## src/rtl/sequence_transmitter_fsm.sv

```systemverilog
// Bit-serial pattern transmitter: sends a latched PATTERN_W-bit pattern MSB first for N frames, GAP zero cycles apart.
// First bit appears the cycle after an accepted start; no backpressure, start is ignored while busy, abort returns to idle.
module sequence_transmitter_fsm #(
    parameter int PATTERN_W = 6,
    parameter int GAP       = 0
) (
    input  logic                 clk,
    input  logic                 rst_n,
    input  logic                 start,
    input  logic [PATTERN_W-1:0] pattern_in,
    input  logic [7:0]           frames,
    input  logic                 abort,
    output logic                 a,
    output logic                 a_valid,
    output logic                 busy,
    output logic                 done,
    output logic [7:0]           frames_left
);

    localparam int BW = (PATTERN_W > 1) ? $clog2(PATTERN_W) : 1;
    localparam int GW = (GAP > 1) ? $clog2(GAP) : 1;
    localparam logic [BW-1:0] BIT_LAST = BW'(PATTERN_W - 1);
    localparam logic [GW-1:0] GAP_LOAD = (GAP > 0) ? GW'(GAP - 1) : '0;

    typedef enum logic [1:0] {
        ST_IDLE,
        ST_SEND,
        ST_GAP,
        ST_DONE
    } state_t;

    state_t               state, state_nxt;
    logic [PATTERN_W-1:0] shreg, shreg_nxt;
    logic [PATTERN_W-1:0] pat, pat_nxt;
    logic [BW-1:0]        bit_cnt, bit_cnt_nxt;
    logic [GW-1:0]        gap_cnt, gap_cnt_nxt;
    logic [7:0]           frame_cnt, frame_cnt_nxt;

    always_ff @(posedge clk or negedge rst_n) begin
        if (!rst_n) begin
            state     <= ST_IDLE;
            shreg     <= '0;
            pat       <= '0;
            bit_cnt   <= '0;
            gap_cnt   <= '0;
            frame_cnt <= '0;
        end else begin
            state     <= state_nxt;
            shreg     <= shreg_nxt;
            pat       <= pat_nxt;
            bit_cnt   <= bit_cnt_nxt;
            gap_cnt   <= gap_cnt_nxt;
            frame_cnt <= frame_cnt_nxt;
        end
    end

    always_comb begin
        state_nxt     = state;
        shreg_nxt     = shreg;
        pat_nxt       = pat;
        bit_cnt_nxt   = bit_cnt;
        gap_cnt_nxt   = gap_cnt;
        frame_cnt_nxt = frame_cnt;
        case (state)
            ST_IDLE: begin
                if (start && (frames != 8'd0)) begin
                    shreg_nxt     = pattern_in;
                    pat_nxt       = pattern_in;
                    frame_cnt_nxt = frames;
                    bit_cnt_nxt   = BIT_LAST;
                    state_nxt     = ST_SEND;
                end
            end
            ST_SEND: begin
                if (abort) begin
                    state_nxt     = ST_IDLE;
                    shreg_nxt     = '0;
                    bit_cnt_nxt   = '0;
                    frame_cnt_nxt = '0;
                end else begin
                    shreg_nxt   = {shreg[PATTERN_W-2:0], 1'b0};
                    bit_cnt_nxt = bit_cnt - 1'b1;
                    if (bit_cnt == '0) begin
                        frame_cnt_nxt = frame_cnt - 8'd1;
                        if (frame_cnt == 8'd1) begin
                            state_nxt = ST_DONE;
                        end else if (GAP > 0) begin
                            gap_cnt_nxt = GAP_LOAD;
                            state_nxt   = ST_GAP;
                        end else begin
                            // back-to-back: next frame's MSB follows with no dead cycle
                            shreg_nxt   = pat;
                            bit_cnt_nxt = BIT_LAST;
                        end
                    end
                end
            end
            ST_GAP: begin
                if (abort) begin
                    state_nxt     = ST_IDLE;
                    shreg_nxt     = '0;
                    gap_cnt_nxt   = '0;
                    frame_cnt_nxt = '0;
                end else if (gap_cnt == '0) begin
                    shreg_nxt   = pat;
                    bit_cnt_nxt = BIT_LAST;
                    state_nxt   = ST_SEND;
                end else begin
                    gap_cnt_nxt = gap_cnt - 1'b1;
                end
            end
            ST_DONE: begin
                state_nxt = ST_IDLE;
            end
            default: begin
                state_nxt = ST_IDLE;
            end
        endcase
    end

    assign a           = (state == ST_SEND) & shreg[PATTERN_W-1];
    assign a_valid     = (state == ST_SEND);
    assign busy        = (state != ST_IDLE);
    assign done        = (state == ST_DONE);
    assign frames_left = frame_cnt;

endmodule

```

## config.mk

```make
export PLATFORM = sky130hd
export DESIGN_NAME = sequence_transmitter_fsm
export DESIGN_NICKNAME = d
export VERILOG_FILES = /design/src/rtl/sequence_transmitter_fsm.sv
export SDC_FILE = /design/constraint.sdc
export NUM_CORES = 1
export LEC_CHECK = 0
export ABC_AREA = 1
export BUFFER_PORTS_ARGS = -buffer_cell sky130_fd_sc_hd__buf_2
export CORE_MARGIN = 10
export CORE_UTILIZATION = 40
export CTS_BUF_LIST = sky130_fd_sc_hd__clkbuf_4 sky130_fd_sc_hd__clkbuf_8
export DETAILED_ROUTE_END_ITERATION = 16
export GPL_TIMING_DRIVEN = 0
export PLACE_DENSITY = 0.59
export SYNTH_ARGS = -nofsm -noshare
export SYNTH_HDL_FRONTEND = slang
export SYNTH_SLANG_ARGS = --single-unit
```

## constraint.sdc

```tcl
create_clock -name clk -period 2.2 [get_ports clk]
set_clock_uncertainty 0.15 [all_clocks]
set_input_delay 0.22 -clock clk [delete_from_list [all_inputs] [get_ports clk]]
set_output_delay 0.22 -clock clk [all_outputs]
set_load 0.05 [all_outputs]
```

# Yosys cells after proc, flatten, opt, wreduce, memory -nomap -nowiden
# Cells that the tools add are included.
[op_classes]
n_addsub = 3
n_eq_ne = 11
n_mux = 28
n_bitwise = 1
n_reduce_logical = 11
[op_table]
columns = ["cell", "n"]
rows = [
  ["$mux W6", 6],
  ["$mux W8", 4],
  ["$pmux W8 S3", 1],
  ["$mux W3", 6],
  ["$pmux W6 S3", 1],
  ["$mux W2", 6],
  ["$reduce_and A4 Y1", 3],
  ["$pmux W3 S3", 1],
  ["$eq A8 B1 Y1 const B", 1],
  ["$ne A2 B2 Y1 const B", 4],
  ["$pmux W2 S4", 1],
  ["$reduce_bool A8 Y1", 1],
  ["$sub A8 B1 Y8 const B", 1],
  ["$ne A3 B2 Y1 const B", 2],
  ["$eq A2 B2 Y1 const B", 2],
  ["$logic_not A3 Y1", 1],
  ["$ne A3 B3 Y1 const B", 1],
  ["$reduce_and A3 Y1", 1],
  ["$reduce_bool A3 Y1", 1],
  ["$sub A3 B1 Y3 const B", 1],
  ["$eq A2 B1 Y1 const B", 1],
  ["$logic_not A2 Y1", 1],
  ["$mux W1", 2],
  ["$reduce_and A2 Y1", 1],
  ["other kinds (4)", 4],
]
[totals]
register_bits = 26
inputBits = 18
wordCells = 60

# Longest topological paths before layout
[depth]
word_depth = 5
depth_mapped = 11
mapped_depth_nobuf = 10

# Worst setup path after synthesis
# OpenSTA, ideal clock, no wires.
[synth_path]
path_type = "reg2reg"
startpoint = "register state[1]"
endpoint = "register frame_cnt[7] (netlist: frames_left[7])"
setup_ns = 0.120
arrival_ns = 1.787
required_ns = 1.930
slack_ns = 0.143
path_stages_with_launch = 11
n_path_buf = 1
path_cell_list = "dfrtp_1 -> inv_1 -> ha_1 -> inv_2 -> nor2_4 -> nand2_4 -> nand2_4 -> nor2_8 -> buf_12 -> nand2_1 -> nand2_1"
[synth_between]
elab_chain_cells = 3
word_cells_on_any_way = 9
[synth_lines]
columns = ["item", "line_no", "rtl"]
rows = [
  ["start: declaration", "32", "state_t state, state_nxt;"],
  ["start signal: assignment", "48", "state <= state_nxt;"],
  ["$eq A2 B1 Y1 (*)", "-", ""],
  ["named net a_valid", "14", "output logic a_valid,"],
  ["$ne A3 B2 Y1 (no source line) / $reduce_bool A3 Y1 (equally long branches)", "-", ""],
  ["$reduce_and A4 Y1 (no source line)", "-", ""],
  ["end signal: assignment", "53", "frame_cnt <= frame_cnt_nxt;"],
  ["end: declaration", "37", "logic [7:0] frame_cnt, frame_cnt_nxt;"],
]
# Mark *: on every way through the listed nets, which the timed path passes. The rest lies on a longest branch.
# A chain may end at the register's enable or synchronous reset.

# Worst setup path in the final report
[layout_path]
startpoint = "register state[1]"
endpoint = "register frame_cnt[7] (netlist: frames_left[7])"
[layout_between]
elab_chain_cells = 3
word_cells_on_any_way = 9
[layout_lines]
columns = ["item", "line_no", "rtl"]
rows = [
  ["$eq A2 B1 Y1, or another cell as far along", "64", "case (state)"],
  ["$ne A3 B2 Y1 (no source line), or another cell as far along", "-", ""],
  ["$reduce_and A4 Y1 (no source line)", "-", ""],
]
# Parallel ways exist; a longest one is shown, timed or not.

==> flow_metrics.env <==
export IMPL_cts_buffers=3
export IMPL_start_util=0.4152
export IMPL_grt_pass1_vias=1563
export IMPL_gp_congestion=0.8463
export IMPL_synth_nets=279
export IMPL_layout_nets=314
export IMPL_cts_setup_buffers=0
export IMPL_ff2ff_path_depth=10
export IMPL_yosys_warnings=0
export IMPL_min_from="pattern_in[5]"
export IMPL_clock_latency_ns=0.27
export IMPL_htree_levels=1
export IMPL_endpoint_kind="flip-flop"
export IMPL_hold_class="primary input to flip-flop"
export IMPL_irDropWorstVdd_uv=935.8
export IMPL_avgSynthCellArea_um2=7.253
export IMPL_hold_violations=0
export IMPL_fin_util=0.4766
export IMPL_path_max_fanout=10
export IMPL_cellPowerDensity_nw_per_um2=1752
export IMPL_tightest_slew_ns=0.5876
export IMPL_leakagePower_nw=1.144
export IMPL_layout_drive_gt1_share=0.2140
export IMPL_cp_start_kind="flip-flop"
export IMPL_dieArea_um2=7649
export IMPL_port_buffer_count=29
export IMPL_io_pins=30
export IMPL_clk_path_buf_depth=2
export IMPL_rsz0062_at_grt="false"
export IMPL_via_count=1578
export IMPL_tns_ns=0
export IMPL_cts_sinks=25
export IMPL_synth_seq_cells=25
export IMPL_required_ns=2.21
export IMPL_diodes=0
export IMPL_dpl_hpwl_um=3319
export IMPL_antenna_found_initial=0
export IMPL_synth_cell_types=30
export IMPL_path_buf_inv=3
export IMPL_grt_use_total=0.1181
export IMPL_r2r_start="state[1]"
export IMPL_p_total_mw=3.661
export IMPL_cpMaxStageDelayCell="dfrtp_1"
export IMPL_multiInputGateArea_um2=994.7
export IMPL_cp_depth=10
export IMPL_grt_first_pass_wirelength_um=7355
export IMPL_first_pass_iters=4
export IMPL_vias_per_cell=4.682
export IMPL_wire_per_inst_um=12.64
export IMPL_drv_cap=0
export IMPL_die_h_um=87.46
export IMPL_fillers=465
export IMPL_cts_tree="yes"
export IMPL_critical_path_max_stage_delay_ns=0.44
export IMPL_synthCells=251
export IMPL_hold_depth=3
export IMPL_syn_area_um2=1820
export IMPL_dr_first_iter_drc_count=54
export IMPL_coreArea_um2=4384
export IMPL_run_status="finished, final reports clean"
export IMPL_grt_max_degree=26
export IMPL_regArea_um2=625.6
export IMPL_dpl_instance_area_um2=2031
export IMPL_period_share=0.8521
export IMPL_cp_data_arrival_time_ns=1.89
export IMPL_area_growth_pct=14.78
export IMPL_die_w_um=87.46
export IMPL_setup_worst_path_start="state[1]"
export IMPL_post_route_cell_area_um2=2090
export IMPL_rows=24
export IMPL_ys_seq_area_frac=0.3436
export IMPL_path_cells="inv_1 > ha_1 > inv_2 > nor2_4 > nand2_4 > nand2_4 > nor2_8 > buf_12 > nand2_1 > nand2_1"
export IMPL_clk_pin_slew_ns=0.09
export IMPL_drv_slew=0
export IMPL_timing_fmax_mhz=533.4
export IMPL_cts_repair_resized=0
export IMPL_gr_total_overflow=0
export IMPL_routed_wl_um=4259
export IMPL_critical_path_top_delay_family="simple AND/OR/NAND/NOR gates"
export IMPL_relSlewSlack=0.6083
export IMPL_critPathKind="flip-flop to flip-flop"
export IMPL_fin_crit_ns=1.875
export IMPL_remaining_drc_errors=0
export IMPL_clockRootBuffer="clkbuf_8"
export IMPL_ant_nets=0
export IMPL_setup_violations=0
-- cell usage in the layout, fill, tap and decap left out, types with 4 or more instances in the layout --
cell type	synthesis	final
nand2_1	71	71
dfrtp_1	25	25
ha_1	10	10
nor2_1	23	23
o21ai_2	6	6
a21oi_1	7	7
inv_1	38	38
o21ai_1	6	6
nand3_1	17	17
nand2_2	4	4
buf_2	1	30
o21ai_0	14	14
-- path summary, 6_finish.rpt --
| path | endpoint | slack, ns |
|---|---|---|
| setup / recovery | frames_left[7] | 0.33 |
| hold / removal | pat[5] | 0.07 |
| setup reg to reg | frames_left[7] | 0.33 |
| hold reg to reg | shreg[1] | 0.34 |
| max in group asynchronous | shreg[5] | 1.17 |
| min in group asynchronous | frames_left[1] | 0.34 |
-- cell type report --
class,count,share of cell area
Buffer,4,0.01916
Clock buffer,4,0.02335
Inverter,42,0.07665
Multi-Input combinational cell,180,0.4760
Sequential cell,25,0.2994
Tap cell,52,0.03114
Timing Repair Buffer,30,0.07425
-- where the power goes --
| part | internal (mW) | switching (mW) | leakage [nW] | total (mW) |
|---|---|---|---|---|
| registers | 0.687 | 0.177 | 0.306 | 0.864 |
| clock network | 0.142 | 0.144 | 0.0262 | 0.286 |
| logic | 0.831 | 1.68 | 0.812 | 2.51 |
-- through the flow --
stage | setup WS (ns) | cells | hold slack, ns
2_1_floorplan | 0.1427 | 251 | -0.2256
3_3_place_gp | 0.3060 | 332 | 0.1219
3_5_place_dp | 0.3165 | 332 | 0.1206
4_1_cts | 0.2989 | 337 | 0.05786
5_1_grt | 0.1435 | 337 | 0.07315
6_report | 0.3253 | 337 | 0.06660
-- cell families (layout without fill, tap and decap cells) --
group / Yosys count / after routing / synth area share
and+or+nand+nor: 130 / 130 / 0.3368
xor gates and xnor gates: 4 / 4 / 0.01925
DFF: 25 / 25 / 0.3436
buffers and inverters: 46 / 80 / 0.1100
AOI/OAI and AO/OA: 36 / 36 / 0.1217
adders and majority gates: 10 / 10 / 0.06873
-- worst reg2reg max path, cell delays in order, from the launching register on --
cell and delay, ns:
dfrtp_1 0.44, inv_1 0.12, ha_1 0.24, inv_2 0.09
nor2_4 0.25, nand2_4 0.08, nand2_4 0.10, nor2_8 0.06
buf_12 0.14, nand2_1 0.06, nand2_1 0.04
-- Yosys cell counts (all sizes together) --
cell type	instances	share of area
a21oi	9	0.029
inv	41	0.086
ha	10	0.069
nand2	78	0.18
nor3	3	0.0082
dfrtp	25	0.34
nand4	3	0.014
buf	3	0.020
clkinv	1	0.0021
nand3	17	0.047
xor2	2	0.0096
nand3b	1	0.0041
nor2	28	0.085
clkbuf	1	0.0021
xnor2	2	0.0096
o21ai	27	0.093
-- layer usage --
metal  routed length [um]  track usage  up-vias
li1                     -            -      844
met1                 2092       0.1552      714
met2                 1982       0.1885       16
met3                  147      0.02715        4
met4                   36      0.03043        0
met5                    0            0        -
-- state kept, by name, summed over array words and instances, names as in the netlist --
name and cells:
bit_cnt 3, frames_left 8, pat 6, shreg 6, state 2
-- repair_timing --
action / in CTS / in global routing
endpoints found under the setup margin: 0 / 0
hold buffers: 1 / 0
hold endpoints to repair: 25 / 0
No activity file was read; power rests on OpenSTA's default activity.
